**src/rtl/lcd_pixel_stream_aligner.sv**
```systemverilog
// Buffers an RGB666 valid/ready pixel stream and locks it to panel HSync/VSync/DE timing.
// Define LCD_ALIGN_ERR_COUNT_EN to add the saturating err_cnt output.
module lcd_pixel_stream_aligner #(
  parameter int          DEPTH      = 16,
  parameter int          AW         = 4,
  parameter logic [17:0] FILL_COLOR = 18'h00000
) (
  input  logic          clk,
  input  logic          rst,
  input  logic [17:0]   s_data,
  input  logic          s_sof,
  input  logic          s_valid,
  output logic          s_ready,
  input  logic          hsync_in,
  input  logic          vsync_in,
  input  logic          de_in,
  input  logic          err_clr,
  output logic [20:0]   video_data,
  output logic          locked,
  output logic          underflow,
  output logic          sync_err,
  output logic [AW:0]   fifo_level
`ifdef LCD_ALIGN_ERR_COUNT_EN
  ,
  output logic [7:0]    err_cnt
`endif
);

  typedef enum logic [1:0] {SEEK, ARMED, WAIT_DE, STREAM} state_t;

  localparam logic [AW:0] FULL_LVL = (AW+1)'(DEPTH);

  state_t        state, state_n;
  logic [18:0]   mem [DEPTH];
  logic [AW-1:0] wptr, rptr;
  logic [AW:0]   level;
  logic          frame_start, frame_start_n;
  logic          vsync_prev;
  logic          accept, wr_en, rd_en, flush;
  logic          set_uf, set_se;
  logic [17:0]   rgb_n;
  logic [18:0]   head;
  logic          fifo_empty;

  assign head       = mem[rptr];
  assign fifo_empty = (level == '0);
  assign s_ready    = (state == SEEK) || (level < FULL_LVL);
  assign accept     = s_valid && s_ready;
  assign fifo_level = level;

  always_comb begin
    state_n       = state;
    frame_start_n = frame_start;
    wr_en         = 1'b0;
    rd_en         = 1'b0;
    flush         = 1'b0;
    set_uf        = 1'b0;
    set_se        = 1'b0;
    rgb_n         = FILL_COLOR;
    if (state == STREAM && vsync_in && !vsync_prev)
      frame_start_n = 1'b1;
    unique case (state)
      SEEK: begin
        // Non-SOF words are accepted and dropped until a frame start shows up.
        if (accept && s_sof) begin
          wr_en   = 1'b1;
          state_n = ARMED;
        end
      end
      ARMED: begin
        wr_en = accept;
        if (vsync_in) state_n = WAIT_DE;
      end
      WAIT_DE: begin
        wr_en = accept;
        if (de_in) begin
          rd_en         = 1'b1;
          rgb_n         = head[17:0];
          state_n       = STREAM;
          frame_start_n = 1'b0;
        end
      end
      STREAM: begin
        wr_en = accept;
        if (de_in) begin
          if (fifo_empty) begin
            set_uf  = 1'b1;
            flush   = 1'b1;
            state_n = SEEK;
          end else if (frame_start && !head[18]) begin
            set_se  = 1'b1;
            flush   = 1'b1;
            state_n = SEEK;
          end else if (frame_start) begin
            rd_en         = 1'b1;
            rgb_n         = head[17:0];
            frame_start_n = 1'b0;
          end else if (!head[18]) begin
            rd_en = 1'b1;
            rgb_n = head[17:0];
          end
          // Head is SOF mid-frame: the source frame ran short, pad until next frame.
        end
      end
      default: state_n = SEEK;
    endcase
    if (flush) begin
      wr_en         = 1'b0;
      frame_start_n = 1'b0;
    end
    if (!de_in) rgb_n = '0;
  end

  always_ff @(posedge clk or posedge rst) begin
    if (rst) begin
      state       <= SEEK;
      wptr        <= '0;
      rptr        <= '0;
      level       <= '0;
      frame_start <= 1'b0;
      vsync_prev  <= 1'b0;
      video_data  <= '0;
      locked      <= 1'b0;
      underflow   <= 1'b0;
      sync_err    <= 1'b0;
    end else begin
      state       <= state_n;
      frame_start <= frame_start_n;
      vsync_prev  <= vsync_in;
      video_data  <= {hsync_in, vsync_in, de_in, rgb_n};
      locked      <= (state_n == STREAM);
      underflow   <= set_uf | (underflow & ~err_clr);
      sync_err    <= set_se | (sync_err & ~err_clr);
      if (flush) begin
        wptr  <= '0;
        rptr  <= '0;
        level <= '0;
      end else begin
        if (wr_en) wptr <= wptr + AW'(1);
        if (rd_en) rptr <= rptr + AW'(1);
        unique case ({wr_en, rd_en})
          2'b10:   level <= level + (AW+1)'(1);
          2'b01:   level <= level - (AW+1)'(1);
          default: level <= level;
        endcase
      end
    end
  end

  // FIFO storage carries only data, so it is left out of reset.
  always_ff @(posedge clk) begin
    if (wr_en) mem[wptr] <= {s_sof, s_data};
  end

`ifdef LCD_ALIGN_ERR_COUNT_EN
  function automatic logic [7:0] sat_inc8(input logic [7:0] v);
    return (v == 8'hFF) ? v : v + 8'd1;
  endfunction

  always_ff @(posedge clk or posedge rst) begin
    if (rst)
      err_cnt <= '0;
    else if (set_uf || set_se)
      err_cnt <= err_clr ? 8'd1 : sat_inc8(err_cnt);
    else if (err_clr)
      err_cnt <= '0;
  end
`endif

endmodule

```
**config.mk**
```make
export PLATFORM = sky130hd
export DESIGN_NAME = lcd_pixel_stream_aligner
export DESIGN_NICKNAME = d
export VERILOG_FILES = /design/src/rtl/lcd_pixel_stream_aligner.sv
export SDC_FILE = /design/constraint.sdc
export NUM_CORES = 1
export LEC_CHECK = 0
export BUFFER_PORTS_ARGS = -buffer_cell sky130_fd_sc_hd__buf_2
export CORE_ASPECT_RATIO = 0.9
export CORE_MARGIN = 4
export CORE_UTILIZATION = 51
export CTS_CLUSTER_DIAMETER = 60
export CTS_CLUSTER_SIZE = 40
export DETAILED_ROUTE_END_ITERATION = 10
export GPL_TIMING_DRIVEN = 0
export HOLD_SLACK_MARGIN = 0.05
export PLACE_DENSITY = 0.68
export SLEW_MARGIN = 20
export SYNTH_ARGS = -nofsm -noshare
export SYNTH_HDL_FRONTEND = slang
export SYNTH_SLANG_ARGS = --single-unit
```
**constraint.sdc**
```tcl
create_clock -name clk -period 5.5 [get_ports clk]
set_clock_uncertainty 0.2 [all_clocks]
set_input_delay 1.65 -clock clk [delete_from_list [all_inputs] [get_ports clk]]
set_output_delay 1.65 -clock clk [all_outputs]
set_load 0.05 [all_outputs]
```
# Word level (Yosys, flattened, before mapping)

Memory sizes are Yosys's and may differ from the RTL's.
Index checks and enable logic that the tools add are counted.
W data, S select, Z words.

Flip-flop bits (word level): 41
Bits in writable memories: 304
Bits of input ports: 26
Word-level logic and storage cells: 90
Memories kept: 1

Memory list:

| memory | depth | bits a word | rd ports | clocked after memory_dff | write ports | RTL line | RTL |
|---|---|---|---|---|---|---|---|
| mem    | 16    | 19          | 1        | 0                        | 1           | 34       | `logic [18:0] mem [DEPTH];` |

$add $sub $neg: 4
Order comparisons: 1
Equality and inequality tests: 6
Multiplexer cells: 49
Bitwise logic cells: 5
Reductions and logical operators: 14

Operators by type and width:

| cell                  | count |
|---|---|
| $mux W18              | 5 |
| $pmux W18 S2          | 1 |
| $mux W1               | 27 |
| $mux W4               | 4 |
| $mux W2               | 6 |
| $pmux W5 S2           | 1 |
| $add A4 B1 Y4 const B | 2 |
| $eq A2 B2 Y1 const B  | 4 |
| $pmux W2 S4           | 1 |
| $pmux W1 S2           | 3 |
| $add A5 B1 Y5 const B | 1 |
| $logic_and A1 B1 Y1   | 5 |
| $logic_not A5 Y1      | 1 |
| $lt A5 B5 Y1 const B  | 1 |
| $mux W5               | 1 |
| $sub A5 B1 Y5 const B | 1 |
| $eq A2 B1 Y1 const B  | 2 |
| $reduce_bool A2 Y1    | 2 |
| $reduce_bool A3 Y1    | 1 |
| $reduce_or A3 Y1      | 1 |
| $and A1 B1 Y1         | 2 |
| $logic_not A1 Y1      | 2 |
| $logic_not A2 Y1      | 1 |
| $or A1 B1 Y1          | 2 |
| other kinds (2)       | 2 |

# Logic depth before layout (Yosys ltp)

Gate-level depths: netlist (run 1).
An unclocked memory read counts as a cell.

Depth after elaboration: 11
Mapped depth: 16
Mapped depth without buffers: 14

# Least setup slack after synthesis (run 1)

OpenSTA, ideal clock, no wires.

Path type: input port to flip-flop
From: in s_valid
To: mem mem[0][0], enable pin
Data arrival time: 3.963 ns
Required time: 4.856 ns
Setup slack: 0.893 ns
Stages: 4
Cells stage by stage: o311a_1 buf_2 o21ai_1 nor4_1

Word-level cells in the longest chain between the ends: 7

RTL lines:

| item                              | RTL line | RTL |
|---|---|---|
| from (decl)                       | 12       | `input logic s_valid,` |
| $logic_and A1 B1 Y1 (*)           | 48       | `assign accept = s_valid && s_ready;` |
| $logic_and A1 B1 Y1               | 65       | `if (accept && s_sof) begin` |
| $mux W1                           | 65       |  |
| $pmux W1 S2 (*)                   | 62       | `unique case (state)` |
| $mux W1 (*)                       | 107      | `if (flush) begin` |
| $mux W1 (*)                       | 152      | `if (wr_en) mem[wptr] <= {s_sof, s_data};` |
| $mux W1 (not written as such) (*) | 152      |  |
| to (decl)                         | 34       |  |

Every way passes the cells marked *; elsewhere a longest branch is shown, timed or not.

# Worst setup path after layout (run 1)

From: reg rptr[0]
To: reg level[4] (netlist: fifo_level[4])

Word-level cells in the longest chain between the ends: 11
Elaborated cells between the ends (all ways): 19

RTL lines:

| item                                                                 | RTL line | RTL |
|---|---|---|
| from (decl)                                                          | 35       | `logic [AW-1:0] wptr, rptr;` |
| from (signal assigned)                                               | 140      | `if (rd_en) rptr <= rptr + AW'(1);` |
| $mem_v2 Z16 W19 (*)                                                  | -        |  |
| parallel branches: the longest is 10 deep, another holds $pmux W5 S2 | -        |  |
| to (signal assigned)                                                 | 142      | `2'b10: level <= level + (AW+1)'(1);` |
| to (signal assigned)                                                 | 143      | `2'b01: level <= level - (AW+1)'(1);` |
| to (signal assigned)                                                 | 144      | `default: level <= level;` |
| to (decl)                                                            | 36       | `logic [AW:0] level;` |

Mark *: on every way between the ends.
A chain may end at the register's enable or synchronous reset.

==> results of run 1 <==
## stage by stage
step	setup slack [ns]	setup TNS [ns]	hold slack (ns)	area, sq um
finish	1.40	0	0.331	15500
global placement	-1.98	-146.47	0.309	14300
global route	1.09	0	0.355	15500
floorplan	0.893	0	0.350	13600
CTS	1.38	0	0.338	15500
detailed placement	1.10	0	0.324	14600
## state kept, by name, summed over array words and instances, names as in the netlist
register and flops:
wptr 4, fifo_level 5, underflow 1, video_data 21, state 2, mem 304, sync_err 1, frame_start 1
rptr 4, locked 1
## metal layers
| metal | wire [um] | vias to the layer above | track usage, % |
|---|---|---|---|
| met5 | 7 | - | 0 |
| met4 | 615 | 2 | 4.26 |
| met3 | 1840 | 49 | 3.47 |
| met2 | 13700 | 265 | 31.6 |
| met1 | 12400 | 3479 | 28.5 |
| li1 | - | 2802 | - |
## power breakdown
group          total (uW)  leakage, uW  internal [uW]  switching [uW]
sequential           3170      0.00325           3070             104
combinational        2390      0.00160           1050            1340
clock                1920     0.000413            946             975
total                7480      0.00526           5060            2420
## cell families after synthesis
family / count (synthesis) / synth area share [%]
flip-flops: 344 / 74.4
multiplexers: 97 / 16.6
AND/OR/NAND/NOR: 85 / 3.69
buffers and inverters: 45 / 2.18
AO/OA/AOI/OAI: 39 / 2.03
adder cells (fa/ha/maj): 8 / 0.735
XOR/XNOR: 7 / 0.450
## worst paths after layout
| kind | slack, ns | startpoint | depth (start not counted) | end |
|---|---|---|---|---|
| max | 1.40 | rptr[0] | 16 | fifo_level[4] |
| min in group asynchronous | 0.85 | rst | 2 | video_data[3] |
| min reg2reg | 0.33 | sync_err | 2 | sync_err |
| min | 0.33 | sync_err | 2 | sync_err |
| max reg2reg | 1.40 | rptr[0] | 16 | fifo_level[4] |
| max in group asynchronous | 3.75 | rst | 3 | video_data[10] |
## Yosys cell counts (6+ instances only)
| cell | instances |
|---|---|
| clkbuf_1 | 9 |
| buf_2 | 8 |
| ha_1 | 8 |
| edfxtp_1 | 304 |
| nand2_1 | 8 |
| nor2_1 | 16 |
| mux4_2 | 65 |
| nand3_1 | 7 |
| a21oi_1 | 9 |
| nor3_1 | 7 |
| and3_1 | 6 |
| dfrtp_1 | 40 |
| inv_1 | 13 |
| mux4_1 | 29 |
| nor2b_1 | 15 |
## worst max-delay path, delay by kind of cell, from the launching register on
family / cells / cell delay [ns]
xor+xnor: 1 / 0.08
fa+ha+maj: 2 / 0.37
flops: 1 / 0.39
compound gates: 2 / 0.34
buf+inv: 3 / 0.59
simple gates: 5 / 1.11
mux: 3 / 0.94
## cell type report
cell class / instances / area share [%]
Clock inverter: 17 / 1.76
Timing Repair Buffer: 76 / 3.17
Inverter: 14 / 0.340
Multi-Input combinational cell: 236 / 21.1
Clock buffer: 23 / 3.72
Buffer: 31 / 1.58
Tap cell: 348 / 2.82
Sequential cell: 344 / 65.5
==> metrics.csv, run 1 <==
metric,value,unit
design.core.area,26200,sq um
post_route_cells_drive_above_1_share,30.5,%
design_power_total,7480,uW
globalRouteTotalUtil,19.5,%
synth_edf_count,304,
worstPathArrival,4.35,ns
grt_first_pass_wirelength,42700,um
worst_path_largest_cell_delay,0.56,ns
final_cell_count_no_fill,1089,
run_status,finished clean,
worstSkewPairLatency,0.53,ns
relSlewSlack,36.1,%
tritoncts,built,
drt_drc_violations_left,0,
synth.largest_area_cell,edfxtp_1,
drt-initial-drc-count,704,
first_pass_iters,5,
grt_overflow_total,0,
worstMarginPinSlew,0.958,ns
slew_viol_final,0,
critPathMaxFanout,10,
grt_antenna_before_repair,1,
clkSlewWorstSetupHoldPaths,0.09,ns
cts_setup_buffers,0,
synth-seq-cells,344,
synth.lib_cells_used.distinct,54,
syn_inst,625,
synth.yosys.warnings,0,
post-dp-hpwl,17700,um
synth.net_count,659,
final_period_demand_of_the_worst_path,4.10,ns
post_drt_wl_per_cell,26.2,um
timing_worst_setup_path_type,flip-flop to flip-flop,
cts-buffers-inserted,22,
gp_routability_congestion,0.792,
horizontal_die_dimension,180,um
pin_count,56,
pin_count_of_the_biggest_net_entering_global_routing,31,
most-common-layout-cells,"edfxtp_1 (304), buf_2 (77), mux4_2 (65)",
ctsLongestPathBuffers,3,
post_synth_instance_area,13600,sq um
diodes,0,
synth-async-reset-ratio,11.6,%
detailroute.via_count,6597,
final.period_utilization,74.6,%
achievable-frequency,0.244,GHz
cell_breakdown_of_the_critical_path,buf_6 > mux4_1 > mux2i_1 > mux2_2 > ha_1 > clkinv_1 > a21oi_1 > clkbuf_1 > and3_1 > xor2_1 > ha_1 > or3_1 > a21oi_1 > nand4_1 > and3b_1 > nor3_1,
die_h,163,um
startpoint_type,flip-flop,
p_leak,0.00526,uW
numClockSinks,344,
layout_commonest_cell,edfxtp_1,
cap_viol_max_count,0,
critical_path.endpoint_type,flip-flop,
p_per_area,484,nW/um^2
viasPerCell,6.06,
worst-endpoint-required,5.75,ns
design.die.area,29400,sq um
cts_hold_repair.buffers,0,
multi_input_gate_area_in_the_final_layout,3260,sq um
fillers,1904,
worst_ir_drop_vdd,0.000442,V
std_cell_rows,56,
crit_path_top_delay_cell,mux4_1,
fin_nets,759,
utilization,59.0,%
setup_viol,0,
postSynth.topFlopCell,edfxtp_1,
grt_setup_unrepaired,no,
post_cts_resized,0,
placedCellCount,1049,
grt_pass1_vias,6710,
synthTopCellsByArea,"edfxtp_1 (67%), mux4_2 (11%), dfrtp_1 (7.3%)",
post_synth.cell_area_avg,21.8,sq um
regArea,10100,sq um
seq_area_frac_synth,74.4,%
area_growth_syn_to_layout,13.5,%
min-delay-path-class,flip-flop to flip-flop,
ant_nets,0,
final_hold_viol_count,0,
drt_wl_total,28600,um
clk_root_buf,clkbuf_16,
io_buffers,55,
start_util,52.0,%
cts.htree.levels,1,
synth.top_cell.area_share,67.0,%
Power figures use the tool's default switching activity.
==> run 2, diff against run 1 <==
--- a/config.mk
+++ b/config.mk
@@ -5,6 +5,7 @@
 export SDC_FILE = /design/constraint.sdc
 export NUM_CORES = 1
 export LEC_CHECK = 0
+export ABC_AREA = 1
 export BUFFER_PORTS_ARGS = -buffer_cell sky130_fd_sc_hd__buf_2
 export CORE_ASPECT_RATIO = 0.9
 export CORE_MARGIN = 4
==> constraint.sdc (replaced) <==
create_clock -name clk -period 3.8 [get_ports clk]
set_clock_uncertainty 0.2 [all_clocks]
set_input_delay 1.14 -clock clk [delete_from_list [all_inputs] [get_ports clk]]
set_output_delay 1.14 -clock clk [all_outputs]
set_load 0.05 [all_outputs]
==> run 2 against run 1 <==
  * Cell count grew 52%
  * Design area grew 3.0%
  * Routed wire length grew 23%
  * Clock power grew 39%
  * Sequential power grew 47%
  * Synthesized area grew 3.5%
  * Count of clock-buffer cells in the layout grew 1
  * Setup slack lost 1.2 ns
  * Largest cell class unchanged
  * Non-clock buffer count grew 42
  * Register-to-register slack lost 1.2 ns
  * Combinational power grew 110%
==> metrics.csv, run 2 <==
metric,value,unit
post-dp-hpwl,24200,um
synth.top_cell.area_share,64.7,%
final_hold_viol_count,0,
io_buffers,55,
worstSkewPairLatency,0.54,ns
design_power_total,12400,uW
critPathMaxFanout,10,
slew_viol_final,0,
regToRegEndpoint,mem[7][13],
post_synth_instance_area,14100,sq um
grt_first_pass_wirelength,54200,um
layout_commonest_cell,nand2_1,
setup_viol,0,
diodes,0,
cap_viol_max_count,0,
drt_wl_total,35100,um
synth.largest_area_cell,edfxtp_1,
grt_setup_unrepaired,no,
area_growth_syn_to_layout,13.0,%
die_h,166,um
worst_path_largest_cell_delay,0.54,ns
critical_path.endpoint_type,flip-flop,
p_leak,0.00599,uW
cts_hold_repair.buffers,0,
fillers,2163,
std_cell_rows,57,
timing_worst_setup_path_type,flip-flop to flip-flop,
relSlewSlack,42.3,%
globalRouteMet1Util,33.8,%
globalRouteMet3Util,3.37,%
drt-initial-drc-count,1098,
run_status,finished clean,
synth.most_common_cell,nand2_1,
cts.htree.levels,1,
drt_drc_violations_left,0,
largest_register_ffs,304,
final_period_demand_of_the_worst_path,3.62,ns
crit_path_top_delay_cell,clkbuf_1,
synth-seq-cells,344,
grt_overflow_total,0,
cp.buffers_inverters,7,
syn_inst,1179,
gp_routability_congestion,0.873,
grt_antenna_before_repair,0,
min-delay-path-class,input port to async pin,
post_cts_resized,0,
synth.net_count,1213,
grt.busiest_layer,met2,
seq_area_frac_synth,71.8,%
final_setup_slack_of_the_worst_path,0.184,ns
post_route_cells_drive_above_1_share,17.1,%
p_per_area,776,nW/um^2
viasPerCell,5.73,
global_routing_usage_on_met2,36.5,%
synth-async-reset-ratio,11.6,%
worstRegToRegCells,13,
worstMarginPinSlew,0.866,ns
pin_count_of_the_biggest_net_entering_global_routing,33,
detailroute.via_count,9474,
numClockSinks,344,
fin_tns_setup,0,ns
synth_edf_count,304,
regToRegStartpoint,rptr[3],
design.core.area,27100,sq um
dpl_worst_slack,0.0975,ns
most-common-layout-cells,"nand2_1 (316), edfxtp_1 (304), nand3_1 (282)",
fin_nets,1318,
achievable-frequency,0.277,GHz
tritoncts,built,
regMostFlops,mem,
worst_ir_drop_vdd,0.000327,V
ctsLongestPathBuffers,3,
worst-endpoint-required,3.86,ns
r2r_slack,0.18,ns
pin_count,56,
final.period_utilization,95.2,%
design.die.area,30400,sq um
grt_pass1_vias,9193,
clk_root_buf,clkbuf_16,
ant_nets,0,
crit_family,buffers and inverters,
cell_breakdown_of_the_critical_path,clkbuf_1 > nand3_1 > nand2_2 > inv_2 > ha_1 > inv_1 > nand2_2 > nand2_4 > buf_6 > inv_1 > nor3_2 > buf_4 > buf_4,
clkSlewWorstSetupHoldPaths,0.11,ns
post_synth.cell_area_avg,12.0,sq um
start_util,52.0,%
netlist_top_cells_count,"nand2_1 (316), edfxtp_1 (304), nand3_1 (282)",
synth.lib_cells_used.distinct,37,
cts_setup_buffers,0,
postSynth.topFlopCell,edfxtp_1,
synth.yosys.warnings,0,
globalRouteTotalUtil,23.2,%
startpoint_type,flip-flop,
first_pass_iters,5,
worstPathArrival,3.68,ns
post_drt_wl_per_cell,21.2,um
cts-buffers-inserted,22,
hold_slack,0.302,ns
horizontal_die_dimension,183,um
synthTopCellsByArea,"edfxtp_1 (65%), nand3_1 (10%), nand2_1 (8.4%)",
==> run 2: kinds of logic (layout without fill, tap and decap cells) <==
logic type                 count (synthesis)  in the layout  share of synthesized area [%]
AOI/OAI and AO/OA                         61             61                           2.80
xor gates and xnor gates                   1              1                         0.0621
adders and majority gates                  8              8                          0.710
buffers and inverters                    109            229                           3.79
DFF                                      344            344                           71.8
and+or+nand+nor                          656            656                           20.8
==> run 2: worst reg2reg max path, stage by stage (launching register included) <==
cell and delay, ns:
dfrtp_1 0.35, clkbuf_1 0.54, nand3_1 0.26, nand2_2 0.13, inv_2 0.06, ha_1 0.19, inv_1 0.12, nand2_2 0.08
nand2_4 0.08, buf_6 0.15, inv_1 0.14, nor3_2 0.54, buf_4 0.31, buf_4 0.20
==> run 2: final cells by class <==
class                   instances  area (sq um)  area share (%)
well taps                     354           443            2.78
repair buffers                 81           502            3.15
clock inverters                15           204            1.28
plain buffers                  68           379            2.38
multi-input cells             726          3530            22.1
clock buffers                  24           589            3.70
flip-flops and latches        344         10100            63.6
inverters                      41           155           0.974
==> run 2: how the worst max path moves through the flow <==
stage | endpoint | startpoint | slack [ns] | cells after the start
floorplan | mem[11][0] | rptr[0] | 0.20 | 14
global placement | mem[3][9] | s_sof | -1.49 | 7
detailed placement | mem[8][9] | s_sof | 0.1 | 10
CTS | mem[8][0] | rptr[3] | 0.21 | 13
global route | mem[4][17] | rptr[3] | 0.03 | 13
finish | mem[7][13] | rptr[3] | 0.18 | 13
==> run 2: layer usage <==
metal  up-vias  part of all wire, %
met3        67                  9.2
met5         -                    0
met4         0                  3.5
met2       512                   46
li1       4371                    -
met1      4524                   41
==> run 2: where the power goes <==
part,internal [uW],switching (uW),total [uW]
clock network,1280,1380,2660
logic,1420,3620,5040
registers,4500,158,4660
total,7200,5160,12400
==> run 2: metrics by stage <==
step,instance area (sq um),cells,utilization (%)
3_3_place_gp,14800,1588,54.7
2_1_floorplan,14100,1179,-
6_report,15900,1653,58.8
5_1_grt,15900,1653,58.8
4_1_cts,15900,1653,58.8
3_5_place_dp,15100,1614,55.8
